$ cat src/rtl/fmps_read_link.sv
// Receive-side FMPS link reader: parses header+data packets, stores the last data
// word per FMPS index, and summarises each fast-acquisition cycle at FAstrobe.
module fmps_read_link #(
   parameter int                   INDEX_WIDTH     = 5,
   parameter int                   INDEX_START_BIT = 10,
   parameter int                   MAGIC_WIDTH     = 16,
   parameter int                   MAGIC_START_BIT = 16,
   parameter logic [MAGIC_WIDTH-1:0] HEADER_MAGIC  = 16'hB6CF,
   parameter int                   NUM_DATA_WORDS  = 1
) (
   input  logic                          auroraClk,
   input  logic                          auroraReset,
   input  logic                          FAstrobe,
   input  logic                          allFMPSpresent,
   input  logic                          TVALID,
   input  logic                          TLAST,
   input  logic [31:0]                   TDATA,
   output logic                          statusStrobe,
   output logic [1:0]                    statusCode,
   output logic                          statusFMPSenabled,
   output logic [(1<<INDEX_WIDTH)-1:0]   fmpsBitmap,
   output logic [INDEX_WIDTH:0]          fmpsCounter,
   input  logic [INDEX_WIDTH-1:0]        readoutAddress,
   output logic [31:0]                   readoutFMPS
);

   localparam int DEPTH = 1 << INDEX_WIDTH;

   typedef enum logic [1:0] {S_HEADER, S_DATA, S_DRAIN} state_t;

   state_t                 state;
   logic [INDEX_WIDTH-1:0] idx_q;
   logic [3:0]             word_cnt;
   logic [3:0]             word_nxt;
   logic [31:0]            data_q;
   logic                   good_pend;
   logic                   err_flag;
   logic                   freeze;
   logic                   hdr_ok;
   logic                   parse_err;
   logic                   pkt_done;
   logic [31:0]            buffer [DEPTH];

   logic [DEPTH-1:0]       bitmap_base;
   logic [INDEX_WIDTH:0]   cnt_base;
   logic                   frz_eff;
   logic                   commit_ok;
   logic                   dup;

   assign hdr_ok   = (TDATA[MAGIC_START_BIT +: MAGIC_WIDTH] == HEADER_MAGIC);
   assign word_nxt = word_cnt + 4'd1;

   always_comb begin
      parse_err = 1'b0;
      pkt_done  = 1'b0;
      if (TVALID) begin
         case (state)
            S_HEADER: if (!hdr_ok || TLAST) parse_err = 1'b1;
            S_DATA: begin
               if (TLAST) begin
                  if (word_nxt == 4'(NUM_DATA_WORDS)) pkt_done  = 1'b1;
                  else                                parse_err = 1'b1;
               end else if (word_nxt == 4'(NUM_DATA_WORDS)) begin
                  parse_err = 1'b1;
               end
            end
            default: ;
         endcase
      end
   end

   // A commit landing on the strobe edge is judged against the new cycle's
   // (cleared) bitmap and freeze, so it belongs to the new cycle.
   assign bitmap_base = FAstrobe ? '0 : fmpsBitmap;
   assign cnt_base    = FAstrobe ? '0 : fmpsCounter;
   assign frz_eff     = freeze & ~FAstrobe;
   assign commit_ok   = good_pend & ~frz_eff & ~bitmap_base[idx_q];
   assign dup         = good_pend & ~frz_eff &  bitmap_base[idx_q];

   always_ff @(posedge auroraClk) begin
      if (auroraReset) begin
         state             <= S_HEADER;
         idx_q             <= '0;
         word_cnt          <= '0;
         data_q            <= '0;
         good_pend         <= 1'b0;
         err_flag          <= 1'b0;
         freeze            <= 1'b0;
         fmpsBitmap        <= '0;
         fmpsCounter       <= '0;
         statusStrobe      <= 1'b0;
         statusCode        <= 2'd0;
         statusFMPSenabled <= 1'b0;
         readoutFMPS       <= '0;
      end else begin
         good_pend <= pkt_done;
         if (TVALID) begin
            case (state)
               S_HEADER: begin
                  if (hdr_ok && !TLAST) begin
                     idx_q    <= TDATA[INDEX_START_BIT +: INDEX_WIDTH];
                     word_cnt <= '0;
                     state    <= S_DATA;
                  end else if (!TLAST) begin
                     state <= S_DRAIN;
                  end
               end
               S_DATA: begin
                  word_cnt <= word_nxt;
                  data_q   <= TDATA;
                  if (TLAST)                                 state <= S_HEADER;
                  else if (word_nxt == 4'(NUM_DATA_WORDS))   state <= S_DRAIN;
               end
               default: if (TLAST) state <= S_HEADER;
            endcase
         end

         err_flag    <= (err_flag & ~FAstrobe) | parse_err | dup;
         freeze      <= FAstrobe ? 1'b0 : (freeze | allFMPSpresent);
         fmpsBitmap  <= bitmap_base | (commit_ok ? (DEPTH'(1) << idx_q) : '0);
         fmpsCounter <= cnt_base + (INDEX_WIDTH+1)'(commit_ok);

         statusStrobe <= FAstrobe;
         if (FAstrobe) begin
            statusCode        <= err_flag ? 2'd2 : (freeze ? 2'd0 : 2'd1);
            statusFMPSenabled <= (fmpsCounter != '0);
         end else begin
            statusCode        <= 2'd0;
            statusFMPSenabled <= 1'b0;
         end

         readoutFMPS <= buffer[readoutAddress];
      end
   end

   // Storage is not reset; fmpsBitmap says which entries are valid.
   always_ff @(posedge auroraClk) begin
      if (!auroraReset && commit_ok) buffer[idx_q] <= data_q;
   end

endmodule

$ cat config.mk
export PLATFORM = sky130hd
export DESIGN_NAME = fmps_read_link
export DESIGN_NICKNAME = d
export VERILOG_FILES = /design/src/rtl/fmps_read_link.sv
export SDC_FILE = /design/constraint.sdc
export NUM_CORES = 1
export LEC_CHECK = 0
export CORE_ASPECT_RATIO = 1.25
export CORE_MARGIN = 2
export CORE_UTILIZATION = 60
export DETAILED_ROUTE_END_ITERATION = 10
export GPL_ROUTABILITY_DRIVEN = 1
export GPL_TIMING_DRIVEN = 0
export PLACE_DENSITY = 0.78
export SETUP_SLACK_MARGIN = 0.05
export SYNTH_ARGS = -nofsm -noshare
export SYNTH_HDL_FRONTEND = slang
export SYNTH_SLANG_ARGS = --single-unit
$ cat constraint.sdc
create_clock -name auroraClk -period 6.24 [get_ports auroraClk]
set_clock_uncertainty 0.05 [all_clocks]
set_input_delay 1.248 -clock auroraClk [delete_from_list [all_inputs] [get_ports auroraClk]]
set_output_delay 1.248 -clock auroraClk [all_outputs]
set_load 0.05 [all_outputs]
==> results of run 1 <==
## metrics by stage
stage	hold slack, ns	cells	total power, uW	util [%]
floorplan	0.3536	1973	8791	-
global placement	0.4063	3036	8979	63.60
detailed placement	0.3966	3075	8990	64.90
CTS	0.4116	3268	15200	69.58
global route	0.4229	3268	15480	69.58
finish	0.4062	3269	15180	69.59
## registers in the layout, summed over array words and instances, names as in the netlist
register,cells
good_pend,1
readoutFMPS,32
word_cnt,4
idx_q,5
data_q,32
statusFMPSenabled,1
fmpsCounter,6
fmpsBitmap,32
freeze,1
statusStrobe,1
err_flag,1
statusCode,2
state,2
buffer,1024
## synthesized netlist by cell type, drive strengths merged (5+ instances only)
library cell / n / area, um^2
buf: 52 / 365.4
nand2b: 6 / 37.54
a21oi: 40 / 200.2
inv: 8 / 30.03
nand3: 6 / 30.03
dfxtp: 120 / 2402
nand2: 126 / 473.0
mux4: 325 / 7331
edfxtp: 1024 / 30750
nor2: 41 / 153.9
nor3: 14 / 70.07
o21ai: 27 / 135.1
nand4: 8 / 62.56
mux2i: 9 / 90.09
clkbuf: 60 / 226.5
a22o: 32 / 280.3
a32o: 5 / 50.05
nor2b: 10 / 62.56
and4: 8 / 70.07
ha: 5 / 62.56
## layout make-up
| cell class | instances | area (um^2) |
|---|---|---|
| buffer | 112 | 591.8 |
| tap | 952 | 1191 |
| timing repair buffer | 150 | 1864 |
| fill | 4006 | 21810 |
| multi-input combinational | 709 | 9709 |
| clock inverter | 55 | 414.1 |
| clock buffer | 138 | 2942 |
| inverter | 8 | 30.03 |
| antenna | 1 | 2.502 |
| sequential | 1144 | 33150 |
## worst reg2reg max path, stage by stage, from the launching register on
cell       delay (ns)
dfxtp_1          0.33
buf_2            0.26
buf_2            0.32
mux2i_1          0.25
o2111ai_1        0.21
nand4b_2         0.24
nand2_1          0.29
buf_2            0.37
nor3_2           0.96
buf_4            0.38
buf_6            0.20
## final timing paths
| path | start | slack (ns) | cells after the start | end |
|---|---|---|---|---|
| max | FAstrobe | 1.78 | 9 | buffer[28][24]$_DFFE_PP_ |
| min | freeze$_SDFF_PP0_ | 0.41 | 1 | statusCode[0]$_SDFF_PP0_ |
| max reg2reg | idx_q[1]$_SDFFE_PP0P_ | 2.09 | 10 | buffer[30][1]$_DFFE_PP_ |
| min reg2reg | freeze$_SDFF_PP0_ | 0.41 | 1 | statusCode[0]$_SDFF_PP0_ |
## kinds of logic (layout without fill, tap and decap cells)
group                      after synthesis  in the layout  synth area share [%]
and+or+nand+nor                        242            242                 2.702
buffers and inverters                  120            463                 1.436
muxes                                  335            335                 17.16
AOI/OAI and AO/OA                      121            121                 1.870
DFF                                   1144           1144                 76.56
other                                    0              1                     0
adders and majority gates                5              5                0.1445
xor gates and xnor gates                 6              6                0.1214
## power breakdown
group,internal [uW],switching [uW]
clock network,3490,2850
registers,8230,7.82
logic,258,336
total,12000,3200
## layer usage
metal	GRT usage (%)	up-vias	wire, um
li1	-	8763	-
met1	39.52	11555	38000
met2	52.25	1580	57720
met3	5.177	304	10280
met4	12.68	2	4501
met5	0	-	13
==> flow_metrics.env, run 1 <==
export IMPL_synth_edf_count=1024
export IMPL_tightest_slew_ns=1.370
export IMPL_tns_ns=0
export IMPL_yosysSeqAreaShare_pct=76.56
export IMPL_row_count=110
export IMPL_globalRoute_totalOverflow=0
export IMPL_synth_flop_cell="edfxtp_1"
export IMPL_crit_required_ns=6.57
export IMPL_fin_nets=2275
export IMPL_hold_buffers=0
export IMPL_worst_ep_arrival_time_ns=4.78
export IMPL_fmax_mhz=224.4
export IMPL_grt_pass1_vias=23042
export IMPL_finalHoldViolations=0
export IMPL_cp_cell_sequence="clkdlybuf4s50_1, clkbuf_1, nand2b_1, nand3_1, nor3_1, nand2_1, nor3_2, buf_4, buf_6"
export IMPL_cts_root_buffer="clkbuf_16"
export IMPL_synthArstFlopShare_pct=0
export IMPL_drtAntennaViolNets=0
export IMPL_die_width_um=244.3
export IMPL_area_growth_syn_to_layout_pct=15.24
export IMPL_worst_path_max_delay_cell="nor3_2"
export IMPL_slowest_delay_ns=0.82
export IMPL_final_common_cell="edfxtp_1"
export IMPL_timing_final_crit_share_pct=71.42
export IMPL_htreeDepth=3
export IMPL_dp_hpwl_mm=67.06
export IMPL_start_util_pct=60.39
export IMPL_cts_max_path_buffers=3
export IMPL_core_area_um2=71710
export IMPL_place_congestion=0.8624
export IMPL_path_class="in -> reg"
export IMPL_dr_total_vias=22204
export IMPL_rsz0062_at_grt="no"
export IMPL_placed_area_um2=46540
export IMPL_clk_latency_ns=0.70
export IMPL_syn_nets=2021
export IMPL_setup_slack_ns=1.784
export IMPL_design_area_um2=49900
export IMPL_numCtsBuffers=102
export IMPL_cap_violations=0
export IMPL_grt_total_usage_pct=30.64
export IMPL_cts_resized=0
export IMPL_outcome="completed"
export IMPL_hold_path_class="reg -> reg"
export IMPL_period_needed_ns=4.457
export IMPL_power_density_nw_per_um2=304.2
export IMPL_cts_tree="yes"
export IMPL_clkTransAtPathRegs_ns=0.06
export IMPL_setup_viol=0
export IMPL_die_area_um2=74350
export IMPL_slew_violations=0
export IMPL_grt_pass1_wl_mm=161.4
export IMPL_first_pass_iters=6
export IMPL_drc_errors=0
export IMPL_drt_iter0_drc=3341
export IMPL_grt_max_degree=34
export IMPL_layout_common_cells="edfxtp_1 (1024), mux4_2 (322), nand2_1 (126)"
export IMPL_clock_sinks=1144
export IMPL_post_drt_wl_per_cell_um=33.81
export IMPL_place_ws_ns=1.193
export IMPL_slew_headroom_pct=8.511
export IMPL_worstPathMaxFanout=10
export IMPL_synth_distinct_cells=52
export IMPL_via_per_inst=6.792
export IMPL_leakage_uw=0.01429
export IMPL_syn_area_um2=43300
export IMPL_die_height_um=304.4
export IMPL_peakVddDrop_uv=215.8
export IMPL_cts_setup_buffers=0
export IMPL_antenna_found_initial=1
export IMPL_crit_path_end_kind="flip-flop"
export IMPL_ys_warnings_count=0
export IMPL_ioPinCount=117
export IMPL_wirelength_mm=110.5
export IMPL_avgSynthCellArea_um2=21.95
export IMPL_cp_top_family="simple AND/OR/NAND/NOR gates"
export IMPL_drive_gt1_share_pct=26.30
export IMPL_cp_start_kind="primary input"
export IMPL_cp_num_buf_inv=4
export IMPL_port_buffers=111
export IMPL_yosys_register_bits=1144
export IMPL_syn_inst=1973
Note: power is estimated with default switching activity, not from simulation.
==> run 2, diff against run 1 <==
CORE_UTILIZATION = 55   (was 60)
PLACE_DENSITY = 0.75   (was 0.78)
clock period = 4 ns   (was 6.24 ns; I/O delays follow)
==> run 2 against run 1 <==
Sequential share of layout area decreased by 0.13 points. Utilization decreased by 5.7 points. Combinational power increased by 58%. Routed wire length increased by 0.93%. Total power increased by 56%. Non-clock buffer count increased by 2. Final area increased by 0.19%. Die area increased by 9.0%. Sequential power increased by 57%. Critical path depth increased by 1. Register-to-register slack got worse by 1.9 ns. Clock-buffer cell count increased by 10. Largest power group unchanged.
==> flow_metrics.env, run 2 (synthesis results as in run 1) <==
export IMPL_outcome="completed"
export IMPL_drt_iter0_drc=3176
export IMPL_grt_pass1_wl_mm=159.4
export IMPL_worstPathMaxFanout=10
export IMPL_leakage_uw=0.01425
export IMPL_power_density_nw_per_um2=474.5
export IMPL_place_congestion=0.8660
export IMPL_slew_headroom_pct=12.87
export IMPL_clock_sinks=1144
export IMPL_dp_hpwl_mm=69.75
export IMPL_r2r_cells=10
export IMPL_design_area_um2=50000
export IMPL_first_pass_iters=5
export IMPL_slew_violations=0
export IMPL_area_growth_syn_to_layout_pct=15.46
export IMPL_swShare_pct=20.57
export IMPL_fin_nets=2275
export IMPL_register_area_um2=33150
export IMPL_htreeDepth=3
export IMPL_peakVddDrop_uv=355.1
export IMPL_rsz0062_at_grt="no"
export IMPL_final_common_cell="edfxtp_1"
export IMPL_p_clk_share_pct=41.9
export IMPL_dr_total_vias=21975
export IMPL_post_drt_wl_per_cell_um=33.13
export IMPL_via_per_inst=6.527
export IMPL_num_antenna_cells=0
export IMPL_path_class="reg -> reg"
export IMPL_multi_input_area_um2=9709
export IMPL_drive_gt1_share_pct=25.58
export IMPL_row_count=115
export IMPL_placed_area_um2=46630
export IMPL_internal_power_uw=18840
export IMPL_core_area_um2=78280
export IMPL_hold_path_class="reg -> reg"
export IMPL_grt_pass1_vias=22890
export IMPL_worst_ep_arrival_time_ns=4.14
export IMPL_hold_buffers=0
export IMPL_numCtsBuffers=100
export IMPL_die_height_um=317.7
export IMPL_drtAntennaViolNets=0
export IMPL_port_buffers=111
export IMPL_finalHoldViolations=0
export IMPL_antenna_found_initial=1
export IMPL_combPwrFrac_pct=3.9
export IMPL_power_frac_seq_pct=54.2
export IMPL_die_width_um=255.0
export IMPL_drc_errors=0
export IMPL_crit_required_ns=4.31
export IMPL_start_util_pct=55.32
export IMPL_timing_final_crit_share_pct=95.74
export IMPL_cts_setup_buffers=0
export IMPL_die_area_um2=81000
export IMPL_setup_viol=0
export IMPL_wirelength_mm=111.5
export IMPL_clkTransAtPathRegs_ns=0.07
export IMPL_p_switching_uw=4880
export IMPL_hold_slack_ns=0.4376
export IMPL_largest_reg_flops=1024
export IMPL_cts_tree="yes"
export IMPL_cp_start_kind="flip-flop"
export IMPL_ioPinCount=117
export IMPL_cap_violations=0
export IMPL_globalRoute_totalOverflow=0
export IMPL_tightest_slew_ns=1.307
export IMPL_crit_path_end_kind="flip-flop"
export IMPL_layout_common_cells="edfxtp_1 (1024), mux4_2 (322), nand2_1 (126)"
export IMPL_cts_max_path_buffers=3
export IMPL_grt_total_usage_pct=28.13
export IMPL_cts_resized=0
export IMPL_clk_latency_ns=0.69
export IMPL_regMostFlops="buffer"
export IMPL_period_needed_ns=3.830
export IMPL_cts_root_buffer="clkbuf_16"
export IMPL_min_path_cells=2
export IMPL_grt_max_degree=34
export IMPL_n_fill_cell=4993
export IMPL_fmax_mhz=261.1
-- run 2: cell types whose count changed in the layout (fill, tap and decap cells not counted), moves of 3 or more --
cell,change
clkbuf_1,+16
clkbuf_16,-8
bufinv_16,+6
clkinv_1,-3
buf_16,-9
clkinv_4,-4
clkbuf_8,+3
clkinv_2,-14
buf_12,+9
-- run 2: stage by stage --
step	TNS [ns]	utilization (%)	worst slack [ns]	power, uW	cells
3_3_place_gp	-2430.48	58.42	-4.710	14030	3137
6_report	0	63.87	0.1704	23720	3367
2_1_floorplan	-48.83	-	-0.5086	13710	1973
3_5_place_dp	-107.79	59.58	-0.3745	14040	3178
5_1_grt	0	63.87	0.06725	24210	3367
4_1_cts	0	63.87	0.2990	23780	3367
-- run 2: routing by layer --
metal / vias up / global-route usage (%) / share of wire [%]
li1: 8749 / - / -
met1: 11483 / 36.00 / 34
met2: 1464 / 47.07 / 51
met3: 277 / 5.648 / 10
met4: 2 / 12.11 / 4.4
met5: - / 0 / 0.015
-- run 2: area by class of cell --
type	instances	area share, %
Buffer	112	1.184
Clock buffer	148	5.671
Clock inverter	41	1.051
Inverter	8	0.06006
Multi-Input combinational cell	709	19.42
Sequential cell	1144	66.31
Tap cell	1053	2.635
Timing Repair Buffer	152	3.669
-- run 2: worst paths after layout --
path                                           startpoint                         to  slack, ns
worst max-delay path                idx_q[1]$_SDFFE_PP0P_   buffer[30][16]$_DFFE_PP_       0.17
worst min-delay path            fmpsBitmap[15]$_SDFF_PP0_  fmpsBitmap[15]$_SDFF_PP0_       0.44
worst max register to register      idx_q[1]$_SDFFE_PP0P_   buffer[30][16]$_DFFE_PP_       0.17
worst min register to register  fmpsBitmap[15]$_SDFF_PP0_  fmpsBitmap[15]$_SDFF_PP0_       0.44
-- run 2: power by group through the flow --
stage	Clock, uW	Sequential [uW]	Combinational (uW)
after CTS	9990	12900	940
after detailed placement	0	13100	930
after floorplan	0	13200	487
after global placement	0	13100	915
final	9930	12900	936
after global routing	10400	12900	966
-- run 2: worst max-delay path, cell delays in order (launching register included) --
cell	delay, ns
dfxtp_1	0.33
buf_2	0.24
buf_2	0.31
mux2i_1	0.29
o2111ai_1	0.20
nand4b_2	0.22
nand2_1	0.27
buf_2	0.36
nor3_2	0.75
buf_6	0.27
buf_6	0.20
==> run 3, diff against run 2 <==
CTS_CLUSTER_SIZE = 40   (was default)
==> results of run 3 <==
No change in the layout: final DEF, timing and power equal those of run 2.
